[src/rtl/axi_apb_master.sv]
// APB master that serves a write-command and a read-command FIFO, one transfer at a time,
// with round-robin arbitration, an optional ACCESS-phase timeout and registered APB/response outputs.
module axi_apb_master #(
    parameter int ADDR_WIDTH     = 32,
    parameter int DATA_WIDTH     = 32,
    parameter int TIMEOUT_CYCLES = 0
) (
    input  logic                    PCLK,
    input  logic                    PRESETn,
    input  logic                    wr_cmd_valid,
    output logic                    wr_cmd_ready,
    input  logic [ADDR_WIDTH-1:0]   wr_cmd_addr,
    input  logic [DATA_WIDTH-1:0]   wr_cmd_wdata,
    input  logic [DATA_WIDTH/8-1:0] wr_cmd_wstrb,
    input  logic                    rd_cmd_valid,
    output logic                    rd_cmd_ready,
    input  logic [ADDR_WIDTH-1:0]   rd_cmd_addr,
    output logic                    wr_rsp_valid,
    input  logic                    wr_rsp_ready,
    output logic                    wr_rsp_error,
    output logic                    rd_rsp_valid,
    input  logic                    rd_rsp_ready,
    output logic [DATA_WIDTH-1:0]   rd_rsp_rdata,
    output logic                    rd_rsp_error,
    output logic [ADDR_WIDTH-1:0]   PADDR,
    output logic                    PSEL,
    output logic                    PENABLE,
    output logic                    PWRITE,
    output logic [DATA_WIDTH-1:0]   PWDATA,
    output logic [DATA_WIDTH/8-1:0] PSTRB,
    output logic [2:0]              PPROT,
    input  logic [DATA_WIDTH-1:0]   PRDATA,
    input  logic                    PREADY,
    input  logic                    PSLVERR
);
    localparam int SW = DATA_WIDTH / 8;
    localparam int TW = (TIMEOUT_CYCLES > 1) ? $clog2(TIMEOUT_CYCLES) : 1;

    typedef enum logic [1:0] {IDLE, SETUP, ACCESS, RESP} state_t;

    state_t                state_q, state_d;
    logic [ADDR_WIDTH-1:0] paddr_q, paddr_d;
    logic                  psel_q, psel_d;
    logic                  penable_q, penable_d;
    logic                  pwrite_q, pwrite_d;
    logic [DATA_WIDTH-1:0] pwdata_q, pwdata_d;
    logic [SW-1:0]         pstrb_q, pstrb_d;
    logic                  wr_rsp_valid_q, wr_rsp_valid_d;
    logic                  wr_rsp_error_q, wr_rsp_error_d;
    logic                  rd_rsp_valid_q, rd_rsp_valid_d;
    logic                  rd_rsp_error_q, rd_rsp_error_d;
    logic [DATA_WIDTH-1:0] rd_rsp_rdata_q, rd_rsp_rdata_d;
    logic                  last_wr_q, last_wr_d;
    logic [TW-1:0]         tmo_cnt_q, tmo_cnt_d;

    logic grant_wr, grant_rd, timeout, rsp_done;

    // last_wr_q == 0 after reset, so the first contested grant goes to the write side.
    assign grant_wr = PRESETn && (state_q == IDLE) && wr_cmd_valid && (!rd_cmd_valid || !last_wr_q);
    assign grant_rd = PRESETn && (state_q == IDLE) && rd_cmd_valid && !grant_wr;
    assign timeout  = (TIMEOUT_CYCLES > 0) && !PREADY && (tmo_cnt_q == TW'(TIMEOUT_CYCLES - 1));
    assign rsp_done = (wr_rsp_valid_q && wr_rsp_ready) || (rd_rsp_valid_q && rd_rsp_ready);

    always_ff @(posedge PCLK or negedge PRESETn) begin
        if (!PRESETn) begin
            state_q        <= IDLE;
            paddr_q        <= '0;
            psel_q         <= 1'b0;
            penable_q      <= 1'b0;
            pwrite_q       <= 1'b0;
            pwdata_q       <= '0;
            pstrb_q        <= '0;
            wr_rsp_valid_q <= 1'b0;
            wr_rsp_error_q <= 1'b0;
            rd_rsp_valid_q <= 1'b0;
            rd_rsp_error_q <= 1'b0;
            rd_rsp_rdata_q <= '0;
            last_wr_q      <= 1'b0;
            tmo_cnt_q      <= '0;
        end else begin
            state_q        <= state_d;
            paddr_q        <= paddr_d;
            psel_q         <= psel_d;
            penable_q      <= penable_d;
            pwrite_q       <= pwrite_d;
            pwdata_q       <= pwdata_d;
            pstrb_q        <= pstrb_d;
            wr_rsp_valid_q <= wr_rsp_valid_d;
            wr_rsp_error_q <= wr_rsp_error_d;
            rd_rsp_valid_q <= rd_rsp_valid_d;
            rd_rsp_error_q <= rd_rsp_error_d;
            rd_rsp_rdata_q <= rd_rsp_rdata_d;
            last_wr_q      <= last_wr_d;
            tmo_cnt_q      <= tmo_cnt_d;
        end
    end

    always_comb begin
        state_d = state_q;
        case (state_q)
            IDLE:    if (grant_wr || grant_rd) state_d = SETUP;
            SETUP:   state_d = ACCESS;
            ACCESS:  if (PREADY || timeout) state_d = RESP;
            RESP:    if (rsp_done) state_d = IDLE;
            default: state_d = IDLE;
        endcase
    end

    always_comb begin
        wr_cmd_ready   = 1'b0;
        rd_cmd_ready   = 1'b0;
        paddr_d        = paddr_q;
        psel_d         = psel_q;
        penable_d      = penable_q;
        pwrite_d       = pwrite_q;
        pwdata_d       = pwdata_q;
        pstrb_d        = pstrb_q;
        wr_rsp_valid_d = wr_rsp_valid_q;
        wr_rsp_error_d = wr_rsp_error_q;
        rd_rsp_valid_d = rd_rsp_valid_q;
        rd_rsp_error_d = rd_rsp_error_q;
        rd_rsp_rdata_d = rd_rsp_rdata_q;
        last_wr_d      = last_wr_q;
        tmo_cnt_d      = (state_q == ACCESS) ? tmo_cnt_q + TW'(1) : '0;
        case (state_q)
            IDLE: begin
                if (grant_wr) begin
                    wr_cmd_ready = 1'b1;
                    paddr_d      = wr_cmd_addr;
                    pwrite_d     = 1'b1;
                    pwdata_d     = wr_cmd_wdata;
                    pstrb_d      = wr_cmd_wstrb;
                    psel_d       = 1'b1;
                    penable_d    = 1'b0;
                    last_wr_d    = 1'b1;
                end else if (grant_rd) begin
                    rd_cmd_ready = 1'b1;
                    paddr_d      = rd_cmd_addr;
                    pwrite_d     = 1'b0;
                    pwdata_d     = '0;
                    pstrb_d      = '0;
                    psel_d       = 1'b1;
                    penable_d    = 1'b0;
                    last_wr_d    = 1'b0;
                end
            end
            SETUP: penable_d = 1'b1;
            ACCESS: begin
                // A timeout reports as an error with zeroed read data.
                if (PREADY || timeout) begin
                    psel_d    = 1'b0;
                    penable_d = 1'b0;
                    if (pwrite_q) begin
                        wr_rsp_valid_d = 1'b1;
                        wr_rsp_error_d = PREADY ? PSLVERR : 1'b1;
                    end else begin
                        rd_rsp_valid_d = 1'b1;
                        rd_rsp_error_d = PREADY ? PSLVERR : 1'b1;
                        rd_rsp_rdata_d = PREADY ? PRDATA : '0;
                    end
                end
            end
            RESP: begin
                if (wr_rsp_valid_q && wr_rsp_ready) wr_rsp_valid_d = 1'b0;
                if (rd_rsp_valid_q && rd_rsp_ready) rd_rsp_valid_d = 1'b0;
            end
            default: ;
        endcase
    end

    assign PADDR        = paddr_q;
    assign PSEL         = psel_q;
    assign PENABLE      = penable_q;
    assign PWRITE       = pwrite_q;
    assign PWDATA       = pwdata_q;
    assign PSTRB        = pstrb_q;
    assign PPROT        = 3'b000;
    assign wr_rsp_valid = wr_rsp_valid_q;
    assign wr_rsp_error = wr_rsp_error_q;
    assign rd_rsp_valid = rd_rsp_valid_q;
    assign rd_rsp_error = rd_rsp_error_q;
    assign rd_rsp_rdata = rd_rsp_rdata_q;
endmodule

[config.mk]
export PLATFORM = sky130hd
export DESIGN_NAME = axi_apb_master
export DESIGN_NICKNAME = d
export VERILOG_FILES = /design/src/rtl/axi_apb_master.sv
export SDC_FILE = /design/constraint.sdc
export NUM_CORES = 1
export LEC_CHECK = 0
export BUFFER_PORTS_ARGS = -buffer_cell sky130_fd_sc_hd__buf_2
export CAP_MARGIN = 25
export CELL_PAD_IN_SITES_DETAIL_PLACEMENT = 2
export CELL_PAD_IN_SITES_GLOBAL_PLACEMENT = 2
export CORE_MARGIN = 4
export CORE_UTILIZATION = 28
export CTS_CLUSTER_DIAMETER = 100
export DETAILED_ROUTE_END_ITERATION = 7
export PLACE_DENSITY = 0.9
export SYNTH_ARGS = -nofsm -noshare
export SYNTH_HDL_FRONTEND = slang
export SYNTH_SLANG_ARGS = --single-unit
[constraint.sdc]
create_clock -name PCLK -period 3.87 [get_ports PCLK]
set_input_delay 0.387 -clock PCLK [delete_from_list [all_inputs] [get_ports PCLK]]
set_output_delay 0.387 -clock PCLK [all_outputs]
set_load 0.05 [all_outputs]
* After elaboration in Yosys (flattened, before gate mapping)
Index checks and enable logic that the tools add are counted.
** Storage, ports and cells
- Input port bits :: 140
- Output and inout bits :: 112
- Bits in registers :: 109
** Operators by class
- Multiplexer cells :: 31
- Bitwise logic cells :: 1
- Eq/ne operators :: 11
- Reduce and logical (&&, ||, !) cells :: 26
** Operators by type and width (number)
- $mux 32 :: 4
- $mux 1 :: 17
- $reduce_and 3->1 :: 5
- $ne 2x2->1 const B :: 6
- $mux 4 :: 2
- $pmux 2 s4 :: 1
- $reduce_and 4->1 :: 2
- $logic_and 1x1->1 :: 7
- $mux 2 :: 3
- $pmux 1 s2 :: 3
- $reduce_bool 2->1 :: 3
- $eq 2x2->1 const B :: 2
- $logic_not 1->1 :: 3
- $logic_or 1x1->1 :: 3
- $ne 3x3->1 const B :: 1
- $pmux 1 s3 :: 1
- $reduce_bool 3->1 :: 1
- $eq 2x1->1 const B :: 1
- $logic_not 2->1 :: 1
- $ne 2x1->1 const B :: 1
- $reduce_and 2->1 :: 1
- $not 1->1 :: 1

* Logic depth before layout (Yosys ltp)
Gate-level depths: netlist (run 1).
- Word-level depth :: 9
- Mapped depth :: 8

* Least setup slack after synthesis (run 1)
Ideal clock, no wire load.
- Path type :: reg-to-output
- Start point :: reg last_wr_q
- End point :: out rd_cmd_ready
- Cell stages (with the launch flop) :: 5
- Required time :: 3.483 ns
- Arrival :: 1.463 ns
- Slack :: 2.020 ns
- Cell sequence :: dfrtp_1 buf_2 inv_2 a21oi_2 buf_2
** Between the ends
- Longest elaborated chain between the ends :: 8
** RTL lines
- start, declared :: RTL line 53 : logic last_wr_q, last_wr_d;
- start signal, assigned :: RTL line 93 : last_wr_q <= last_wr_d;
- $logic_not 1->1 * :: RTL line 59 : assign grant_wr = PRESETn && (state_q == IDLE) && wr_cmd_valid && (!rd_cmd_valid || !last_wr_q);
- $logic_or 1x1->1 * :: RTL line 59
- $logic_and 1x1->1 * :: RTL line 59
- $logic_not 1->1 :: RTL line 60 : assign grant_rd = PRESETn && (state_q == IDLE) && rd_cmd_valid && !grant_wr;
- $logic_and 1x1->1 :: RTL line 60
- $mux 1 :: RTL line 136 : end else if (grant_rd) begin
- $mux 1 * :: RTL line 127 : if (grant_wr) begin
- $mux 1 * :: RTL line 125 : case (state_q)
- end, declared :: RTL line 16 : output logic rd_cmd_ready,
Every way passes the cells marked *; elsewhere a longest branch is shown, timed or not.

* Worst setup path after layout (run 1)
- Start point :: in PRESETn
- End point :: out rd_cmd_ready
** Between the ends
- Longest elaborated chain between the ends :: 8
- Elaborated cells on any way between the ends :: 9
- Classes of those cells :: 3 x mux; 6 x reduce/logical
** RTL lines
- start, declared :: RTL line 9 : input logic PRESETn,
- $logic_and 1x1->1 * :: RTL line 59, 60
- $logic_and 1x1->1 (2 in series) :: RTL line 59
- $logic_not 1->1 :: RTL line 60
- $logic_and 1x1->1 :: RTL line 60
- $mux 1 :: RTL line 136
- $mux 1 * :: RTL line 127
- $mux 1 * :: RTL line 125
Marks and branches as above.

==> impl_metrics.csv, run 1 <==
group,metric,value,unit
clocking,clock_sinks,109,
clocking,path_clk_slew,0.07,ns
sta,finalSetupViolCount,0,
placed_design,routabilityCongestion,0.763,
worst_hold_path,worstHoldEndpoint,"PADDR[16]$_DFFE_PN0P_",
yosys,synth_seq_cells,109,
die,initial_core_util,29.1,%
setup_path,end_kind,"output port",
worst_hold_path,min_path_cells,3,
global_routing,grt_pass1_wl,24700,um
global_routing,grt_use_total,18.1,%
setup_path,worstRegToRegCells,4,
final_layout,fin_nets,696,
setup_path,critical_path_class,"input port to output port",
sta,hold_violations,0,
placed_design,numPortBuffers,248,
setup_path,r2r_start,"state_q[0]$_DFFE_PN0P_",
power_and_ir_drop,finalPower,6.67,mW
power_and_ir_drop,power.density,1110,nW/um^2
sta,tns,0,ns
yosys,synth-seq-area-share,63.6,%
drt,wire_per_inst,21.5,um
setup_path,critPathMaxStageDelay,0.55,ns
setup_path,cp_data_arrival_time,2.52,ns
yosys,yosysUniqueCellTypes,26,
clocking,htreeDepth,3,
yosys,ys.warnings.count,0,
yosys,synth_edf_count,0,
sta,finClkSkew,0.00640,ns
clocking,ctsResizeCount,0,
placed_design,dpl.hpwl,12200,um
yosys,synth.avg_cell_area,13.9,sq um
clocking,clk_path_buf_depth,2,
worst_hold_path,hold_class,"input port to flip-flop",
sta,whs,0.258,ns
clocking,cts_made_buffers,9,
placed_design,preCtsSetupSlack,1.40,ns
run,max-cap-violations,0,
sta,max_freq,345,MHz
die,die_area,17400,sq um
yosys,async_flop_share,100,%
global_routing,grt_max_degree,69,
sta,fin_crit_sh,75.0,%
drt,routed_wl,15900,um
setup_path,cp_max_fo,38,
die,core,14800,sq um
clocking,cts_tree,"yes",
drt,vias_per_cell,5.01,
die,die_y,132,um
clocking,clk_latency,0.34,ns
worst_hold_path,worstHoldStart,"wr_cmd_addr[16]",
power_and_ir_drop,irDropWorstVdd,0.487,mV
placed_design,placed_area,5690,sq um
setup_path,crit_path_top_delay_cell,"dlygate4sd3_1",
global_routing,grt_pass1_vias,4273,
final_layout,drive_gt1_share,55.8,%
clocking,post_cts_buffers,0,
setup_path,cp.required,3.48,ns
final_layout,area_delta_synth_final,40.5,%
drt,num_vias,3706,
global_routing,grt_overflow,0,
clocking,cts_root_buf,"clkbuf_16",
sta,drv_slew,0,
final_layout,fillCellCount,1567,
setup_path,startpoint_type,"input port",
drt,drt-initial-drc-count,248,
final_layout,diodes,0,
setup_path,cpMostUsedCell,"buf_4",
yosys,synth.cell_area,4290,sq um
sta,rsz0062_at_grt,"false",
die,rows,44,
yosys,syn_inst,309,
status,status,"finished, final reports clean",
drt,drc,0,
setup_path,cp_cell_sequence,"dlygate4sd3_1 > buf_4 > buf_4 > nand3_1 > a21oi_4 > buf_2",
sta,setup_slack,0.968,ns
yosys,synthFlopType,"dfrtp_1",
die,chipWidth,132,um
sta,tightest_slew,0.843,ns
drt,firstDrtPassIters,5,
die,pin_count,252,
drt,ant_nets,0,
power_and_ir_drop,total_leakage_power,3.31,nW
setup_path,r2r_end,"rd_rsp_rdata[11]$_DFFE_PN0P_",
setup_path,r2r_setup_slack,1.51,ns
sta,max_slew_margin,43.7,%
sta,finalCriticalPeriod,2.90,ns
final_layout,design_area,6020,sq um
global_routing,antenna_found_initial,0,
[area by class of cell]
cell class              count  area, sq um  share of cell area, %
repair buffers            254         1290                   21.4
multi-input cells         141         1320                   21.9
clock inverters             6         87.6                   1.45
flip-flops and latches    109         2730                   45.3
well taps                 184          230                   3.82
inverters                  36          135                   2.24
clock buffers              10          229                   3.80
[stage by stage]
step           instances  utilization (%)
2_1_floorplan        311                -
3_3_place_gp         723             38.6
3_5_place_dp         723             38.6
4_1_cts              740             40.8
5_1_grt              740             40.8
6_report             740             40.8
[cell usage after synthesis (all sizes together), types with 2 or more instances]
cell type,n,area (sq um)
o21ai,4,20.0
a222oi,32,320
nand2,8,30.0
a22oi,2,15.0
inv,36,135
buf,20,116
ha,5,62.6
a22o,38,333
mux2,36,405
clkbuf,5,18.8
dfrtp,109,2730
a21oi,2,17.5
nand3,4,25.0
[routing by layer]
metal | wire length [um] | global-route usage (%) | vias up
met1 | 5670 | 19.1 | 1898
met2 | 8840 | 34.4 | 159
met5 | 0 | 0 | -
met4 | 404 | 6.77 | 0
li1 | - | - | 1622
met3 | 980 | 4.81 | 27
[power by group]
part           leakage, nW  internal, mW  switching [mW]  total, mW
combinational         1.80         0.952            2.69       3.64
sequential            1.36          1.69           0.352       2.04
clock                0.145         0.567           0.423      0.990
[layout by cell type (no fill, tap or decap), types with 2 or more instances in the layout]
| cell | count |
|---|---|
| buf_2 | 247 |
| dfrtp_1 | 109 |
| a22o_1 | 38 |
| mux2_2 | 36 |
| inv_1 | 35 |
| a222oi_1 | 32 |
| clkbuf_16 | 9 |
| nand2_1 | 8 |
| buf_4 | 6 |
| ha_1 | 5 |
| nand3_1 | 3 |
| o21ai_0 | 3 |
| conb_1 | 3 |
| clkinvlp_4 | 3 |
| a21oi_4 | 2 |
| a22oi_1 | 2 |
| bufinv_16 | 2 |
[critical path: cells and delay by family]
kind                   cells  cell delay [ns]
AND/OR/NAND/NOR            1             0.26
AO/OA/AOI/OAI              1             0.18
buffers and inverters      4             1.66
[logic make-up after synthesis]
logic type | after synthesis | share of synthesized area, %
adders and majority gates | 5 | 1.46
DFF | 109 | 63.6
AOI/OAI and AO/OA | 82 | 17.3
and+or+nand+nor | 14 | 1.52
other | 1 | 0.0875
buffers and inverters | 61 | 6.30
muxes | 37 | 9.69
[worst max path at each step]
| stage | start | endpoint | cells past startpoint |
|---|---|---|---|
| 2_1_floorplan | last_wr_q$_DFFE_PN0P_ | rd_cmd_ready | 4 |
| 3_3_place_gp | PRESETn | PADDR[12]$_DFFE_PN0P_ | 7 |
| 3_5_place_dp | PRESETn | PADDR[8]$_DFFE_PN0P_ | 7 |
| 4_1_cts | PRESETn | rd_cmd_ready | 6 |
| 5_1_grt | PRESETn | rd_cmd_ready | 6 |
| 6_report | PRESETn | rd_cmd_ready | 6 |
[state kept, by name (all words and copies together) (netlist names)]
register	flops
rd_rsp_rdata	32
wr_rsp_valid	1
last_wr_q	1
PENABLE	1
PSEL	1
PWDATA	32
state_q	2
rd_rsp_error	1
PSTRB	4
rd_rsp_valid	1
wr_rsp_error	1
PADDR	32
[timing repair]
| action | CTS | global route |
|---|---|---|
| hold endpoints to repair | 15 | 0 |
| hold buffers | 1 | 0 |
| setup endpoints to repair | 0 | 0 |
No activity file was read; power rests on OpenSTA's default activity.
==> run 2, diff against run 1 <==
--- a/config.mk
+++ b/config.mk
@@ -5,15 +5,16 @@
 export SDC_FILE = /design/constraint.sdc
 export NUM_CORES = 1
 export LEC_CHECK = 0
+export ABC_AREA = 1
 export BUFFER_PORTS_ARGS = -buffer_cell sky130_fd_sc_hd__buf_2
 export CAP_MARGIN = 25
 export CELL_PAD_IN_SITES_DETAIL_PLACEMENT = 2
 export CELL_PAD_IN_SITES_GLOBAL_PLACEMENT = 2
 export CORE_MARGIN = 4
-export CORE_UTILIZATION = 28
+export CORE_UTILIZATION = 25
 export CTS_CLUSTER_DIAMETER = 100
 export DETAILED_ROUTE_END_ITERATION = 7
-export PLACE_DENSITY = 0.9
+export PLACE_DENSITY = 0.86
 export SYNTH_ARGS = -nofsm -noshare
 export SYNTH_HDL_FRONTEND = slang
 export SYNTH_SLANG_ARGS = --single-unit
==> constraint.sdc (replaced) <==
create_clock -name PCLK -period 2.8 [get_ports PCLK]
set_input_delay 0.28 -clock PCLK [delete_from_list [all_inputs] [get_ports PCLK]]
set_output_delay 0.28 -clock PCLK [all_outputs]
set_load 0.05 [all_outputs]
==> run 2 against run 1 <==
  * Critical path type is now flip-flop to output port
  * Synthesized area up 8.5%
  * Sequential share of layout area shrank 2.2 points
  * Synthesized cell count up 53%
  * Worst hold slack lost 0.18 ns
  * Design area increased by 5.2%
  * Highest routed layer is now met5
  * Die area rose by 20%
==> impl_metrics.csv, run 2 <==
group,metric,value,unit
setup_path,critical_path_class,"flip-flop to output port",
setup_path,end_kind,"output port",
yosys,synth-seq-area-share,58.7,%
final_layout,final_common_cell,"buf_2",
placed_design,numPortBuffers,248,
global_routing,antenna_found_initial,1,
yosys,yosysTopAreaCell,"dfrtp_1",
clocking,cts_tree,"yes",
clocking,clock_sinks,109,
die,die_area,20800,sq um
yosys,yosysMostFrequentCell,"nand2_1",
setup_path,cp_data_arrival_time,2.26,ns
yosys,synth_common_cells,"nand2_1 (164), dfrtp_1 (109), nand3_1 (109)",
placed_design,dpl.hpwl,13100,um
global_routing,grt_pass1_vias,4848,
sta,rsz0062_at_grt,"false",
clocking,cts_root_buf,"clkbuf_16",
yosys,yosysUniqueCellTypes,24,
power_and_ir_drop,power.density,1420,nW/um^2
final_layout,layout_common_cells,"buf_2 (247), nand2_1 (164), dfrtp_1 (109), nand3_1 (109), mux2_2 (29)",
placed_design,routabilityCongestion,0.779,
sta,max_slew_margin,45.9,%
die,rows,49,
drt,drc,0,
yosys,synth.avg_cell_area,9.81,sq um
power_and_ir_drop,irDropWorstVdd,0.487,mV
clocking,ctsResizeCount,0,
die,initial_core_util,25.6,%
drt,vias_per_cell,4.56,
sta,finalCriticalPeriod,2.54,ns
final_layout,fillCellCount,2071,
status,status,"finished, final reports clean",
sta,finalSetupViolCount,0,
final_layout,fin_nets,857,
power_and_ir_drop,internal_power,4.15,mW
sta,tns,0,ns
worst_hold_path,hold_class,"input port to async pin",
global_routing,grt_pass1_wl,26100,um
drt,wire_per_inst,18.2,um
drt,ant_nets,0,
clocking,path_clk_slew,0.07,ns
power_and_ir_drop,pwr-share-comb,56.0,%
yosys,synth_top_cell_area_share,58.7,%
power_and_ir_drop,pwr-share-clk,13.7,%
power_and_ir_drop,seqPwrFrac,30.3,%
die,pin_count,252,
setup_path,cp_max_fo,26,
final_layout,diodes,0,
final_layout,final_cells,945,
yosys,syn_inst,474,
global_routing,use_met3,5.85,%
global_routing,grt_use_total,16.2,%
drt,firstDrtPassIters,4,
global_routing,grt_max_degree,63,
drt,num_vias,4309,
sta,max_freq,394,MHz
drt,routed_wl,17200,um
yosys,synthTopCellsByArea,"dfrtp_1 (59%), nand2_1 (13%), nand3_1 (12%), mux2_2 (7.0%), buf_6 (1.5%)",
die,chipWidth,144,um
sta,drv_slew,0,
clocking,htreeDepth,3,
yosys,synthFlopType,"dfrtp_1",
sta,tightest_slew,0.812,ns
die,die_y,144,um
drt,drt-initial-drc-count,71,
clocking,post_cts_buffers,0,
clocking,clk_path_buf_depth,2,
clocking,cts-hold-fix-buffers,0,
yosys,synth_edf_count,0,
yosys,synth_seq_cells,109,
global_routing,use_met2,29.6,%
setup_path,cp.required,2.52,ns
yosys,async_flop_share,100,%
global_routing,grt_overflow,0,
clocking,clk_latency,0.35,ns
clocking,cts_made_buffers,9,
setup_path,startpoint_type,"flip-flop",
final_layout,multiInputGateArea,1690,sq um
power_and_ir_drop,total_leakage_power,3.50,nW
die,core,18100,sq um
global_routing,use_met1,17.6,%
placed_design,dpl.cell_count,930,
power_and_ir_drop,p_sw_share,53.9,%
yosys,ys.warnings.count,0,
global_routing,grt-busiest-layer,"met2",
final_layout,drive_gt1_share,42.6,%
sta,fin_crit_sh,90.7,%
run,max-cap-violations,0,
final_layout,seq_area,2730,sq um
sta,hold_violations,0,
final_layout,area_delta_synth_final,36.2,%
sta,finClkSkew,0.00832,ns
yosys,synth.cell_area,4650,sq um
power_and_ir_drop,p_switching,4.86,mW
[run 2: path summary, 6_finish.rpt]
path | startpoint | to | slack (ns) | cells past startpoint
max | state_q[1]$_DFFE_PN0P_ | wr_cmd_ready | 0.26 | 7
min | PRESETn | state_q[1]$_DFFE_PN0P_ | 0.08 | 2
max reg2reg | state_q[1]$_DFFE_PN0P_ | PADDR[21]$_DFFE_PN0P_ | 0.59 | 10
min reg2reg | PSEL$_DFFE_PN0P_ | PSEL$_DFFE_PN0P_ | 0.48 | 2
max in group asynchronous | PRESETn | PWDATA[2]$_DFFE_PN0P_ | 1.46 | 3
min in group PCLK | rd_cmd_addr[10] | PADDR[10]$_DFFE_PN0P_ | 0.13 | 3
[run 2: cell families after synthesis]
logic type	Yosys count	synth area share, %
compound gates	3	0.323
fa+ha+maj	5	1.35
buf+inv	41	5.19
flops	109	58.7
mux	32	7.75
other cells	1	0.0807
simple gates	283	26.6
[run 2: routing by layer]
| metal | routed length, um | vias up |
|---|---|---|
| met3 | 1680 | 13 |
| li1 | - | 2018 |
| met4 | 184 | 2 |
| met2 | 8690 | 171 |
| met1 | 6660 | 2105 |
| met5 | 12 | - |
[run 2: final cells by class]
cell class	instances	share of cell area, %
clock buffer	12	4.05
clock inverter	3	0.336
sequential	109	43.1
multi-input combinational	326	26.7
tap	229	4.52
timing repair buffer	255	20.7
inverter	11	0.692
[run 2: per-stage QoR]
step / setup WS [ns] / utilization [%] / total power, mW / cell area [sq um] / hold slack [ns]
final: 0.260 / 34.9 / 9.00 / 6330 / 0.0825
after global routing: 0.0820 / 34.9 / 9.59 / 6330 / 0.114
after CTS: 0.206 / 34.9 / 9.17 / 6330 / 0.107
after detailed placement: 0.561 / 33.4 / 7.89 / 6050 / 0.464
after global placement: 0.713 / 33.4 / 7.73 / 6050 / 0.457
after floorplan: 1.18 / - / 6.47 / 4660 / -0.0156
[run 2: worst max-delay path: stages (launching register included)]
cell and delay, ns:
dfrtp_1 0.42, inv_1 0.13, ha_1 0.25, nand2_1 0.09, nor2_2 0.13, nand2_4 0.20
inv_4 0.34, buf_2 0.34
[run 2: power groups by stage]
stage	clock, mW	combinational, mW	sequential [mW]
3_5_place_dp	0	5.12	2.77
3_3_place_gp	0	5.02	2.71
2_1_floorplan	0	1.22	5.26
4_1_cts	1.30	5.12	2.75
5_1_grt	1.37	5.39	2.83
6_report	1.24	5.04	2.73
==> run 3, diff against run 2 <==
--- a/config.mk
+++ b/config.mk
@@ -11,10 +11,10 @@
 export CELL_PAD_IN_SITES_DETAIL_PLACEMENT = 2
 export CELL_PAD_IN_SITES_GLOBAL_PLACEMENT = 2
 export CORE_MARGIN = 4
-export CORE_UTILIZATION = 25
+export CORE_UTILIZATION = 27
 export CTS_CLUSTER_DIAMETER = 100
 export DETAILED_ROUTE_END_ITERATION = 7
-export PLACE_DENSITY = 0.86
+export PLACE_DENSITY = 0.91
 export SYNTH_ARGS = -nofsm -noshare
 export SYNTH_HDL_FRONTEND = slang
 export SYNTH_SLANG_ARGS = --single-unit
==> constraint.sdc (replaced) <==
create_clock -name PCLK -period 2.99 [get_ports PCLK]
set_input_delay 0.299 -clock PCLK [delete_from_list [all_inputs] [get_ports PCLK]]
set_output_delay 0.299 -clock PCLK [all_outputs]
set_load 0.05 [all_outputs]
==> run 3 against run 2 <==
  * Flip-flop and latch count stayed put
  * Count of clock-buffer cells in the layout is 1 lower
  * Die area is 7.0% lower
  * Worst hold slack better by 0.075 ns
  * Global-route usage is 1.6 points higher
  * Register-to-register slack better by 0.02 ns
  * Power is 5.9% lower
  * Sequential share of layout area is 0.11 points higher
  * Critical path depth stayed put
  * Critical path type unchanged
==> impl_metrics.csv, run 3 (synthesized netlist as in run 2, its figures left out) <==
group,metric,value,unit
sta,rsz0062_at_grt,"false",
setup_path,worstRegToRegCells,9,
clocking,path_clk_slew,0.08,ns
die,die_area,19400,sq um
clocking,clock_sinks,109,
worst_hold_path,worstHoldStart,"wr_cmd_wdata[10]",
global_routing,grt_overflow,0,
global_routing,grt_use_total,17.8,%
clocking,post_cts_buffers,0,
drt,wire_per_inst,18.8,um
setup_path,cp_cell_sequence,"inv_1 > ha_1 > nand2_1 > nor2_2 > nand2_4 > inv_4 > buf_2",
final_layout,final_util,37.8,%
placed_design,dpl.hpwl,13400,um
placed_design,routabilityCongestion,0.746,
placed_design,numPortBuffers,248,
setup_path,r2r_end,"PWDATA[21]$_DFFE_PN0P_",
final_layout,drive_gt1_share,42.7,%
worst_hold_path,hold_class,"input port to flip-flop",
clocking,cts_made_buffers,9,
setup_path,critPathMaxStageDelay,0.42,ns
sta,max_freq,378,MHz
setup_path,cp_data_arrival_time,2.35,ns
setup_path,critPathBufInv,3,
worst_hold_path,worstHoldEndpoint,"PWDATA[10]$_DFFE_PN0P_",
setup_path,startpoint_type,"flip-flop",
die,pin_count,252,
die,initial_core_util,27.8,%
sta,finalSetupViolCount,0,
final_layout,final_common_cell,"buf_2",
clocking,cts_root_buf,"clkbuf_16",
sta,tightest_slew,0.914,ns
setup_path,r2r_setup_slack,0.61,ns
clocking,htreeDepth,3,
placed_design,dpl.cell_count,921,
die,die_y,139,um
final_layout,fin_nets,857,
drt,drc,0,
global_routing,grt_max_degree,68,
drt,num_vias,4336,
sta,fin_crit_sh,88.6,%
final_layout,area_delta_synth_final,35.8,%
clocking,cts-hold-fix-buffers,0,
final_layout,layout_common_cells,"buf_2 (247), nand2_1 (164), dfrtp_1 (109), nand3_1 (109), mux2_2 (29)",
drt,drt-initial-drc-count,150,
drt,vias_per_cell,4.63,
drt,firstDrtPassIters,5,
sta,whs,0.157,ns
sta,finalCriticalPeriod,2.65,ns
clocking,ctsResizeCount,0,
setup_path,crit_path_top_delay_cell,"dfrtp_1",
global_routing,antenna_found_initial,0,
global_routing,grt_pass1_vias,4927,
sta,drv_slew,0,
setup_path,critPathTopFamily,"buffers and inverters",
power_and_ir_drop,total_leakage_power,3.50,nW
sta,hold_violations,0,
sta,tns,0,ns
worst_hold_path,min_path_cells,3,
status,status,"finished, final reports clean",
drt,routed_wl,17600,um
setup_path,cp.required,2.69,ns
die,chipWidth,139,um
clocking,clk_latency,0.34,ns
setup_path,critical_path_class,"flip-flop to output port",
power_and_ir_drop,irDropWorstVdd,0.593,mV
final_layout,diodes,0,
clocking,cts_tree,"yes",
power_and_ir_drop,power.density,1340,nW/um^2
drt,ant_nets,0,
setup_path,r2r_start,"state_q[1]$_DFFE_PN0P_",
setup_path,cp_max_fo,40,
sta,max_slew_margin,39.1,%
sta,finClkSkew,0.0102,ns
final_layout,final_cells,936,
run,max-cap-violations,0,
setup_path,end_kind,"output port",
clocking,clk_path_buf_depth,2,
global_routing,grt_pass1_wl,27400,um
die,core,16700,sq um
die,rows,47,
## run 3: cell count changes in the layout (fill, tap and decap cells not counted)
cell,delta
buf_12,-1
buf_4,+1
clkbuf_1,-1
clkinv_2,-1
clkinvlp_4,+1
inv_6,+1
## run 3: per-layer routing
| layer | track usage (%) | up-vias | routed length (um) |
|---|---|---|---|
| met5 | 0 | - | 0 |
| met2 | 32.4 | 164 | 9150 |
| met1 | 20.9 | 2154 | 7170 |
| li1 | - | 2013 | - |
| met3 | 4.84 | 5 | 1160 |
| met4 | 4.02 | 0 | 82 |
## run 3: power by group
group	internal (mW)	switching, mW
clock network	0.612	0.558
logic	1.10	3.63
registers	2.17	0.398
## run 3: cell type report
cell class / instances / area (sq um)
fillers: 1934 / 10400
flip-flops and latches: 109 / 2730
inverters: 11 / 43.8
repair buffers: 255 / 1300
well taps: 220 / 275
clock inverters: 4 / 32.5
clock buffers: 11 / 253
multi-input cells: 326 / 1690
## run 3: through the flow
step	area (sq um)	power [mW]	setup WS (ns)
final	6320	8.47	0.341
after global routing	6320	8.98	0.138
after CTS	6320	8.63	0.272
after detailed placement	6030	7.42	0.554
after global placement	6030	7.21	0.668
after floorplan	4660	6.06	1.35
## run 3: worst max-delay path by stage
stage | from | cells past startpoint | to | slack [ns]
after detailed placement | state_q[1]$_DFFE_PN0P_ | 9 | PWDATA[15]$_DFFE_PN0P_ | 0.55
after floorplan | last_wr_q$_DFFE_PN0P_ | 5 | rd_cmd_ready | 1.35
after CTS | state_q[1]$_DFFE_PN0P_ | 7 | wr_cmd_ready | 0.27
final | state_q[1]$_DFFE_PN0P_ | 7 | wr_cmd_ready | 0.34
after global routing | state_q[1]$_DFFE_PN0P_ | 7 | wr_cmd_ready | 0.14
after global placement | state_q[0]$_DFFE_PN0P_ | 10 | state_q[0]$_DFFE_PN0P_ | 0.67
## run 3: worst reg2reg max path: stages (launching register included)
cell and delay (ns):
dfrtp_1 0.42, inv_1 0.12, ha_1 0.24, nand2_1 0.08, nor2_2 0.13, nand2_4 0.23
inv_4 0.43, buf_4 0.44, nand2_1 0.12, nand2_1 0.10
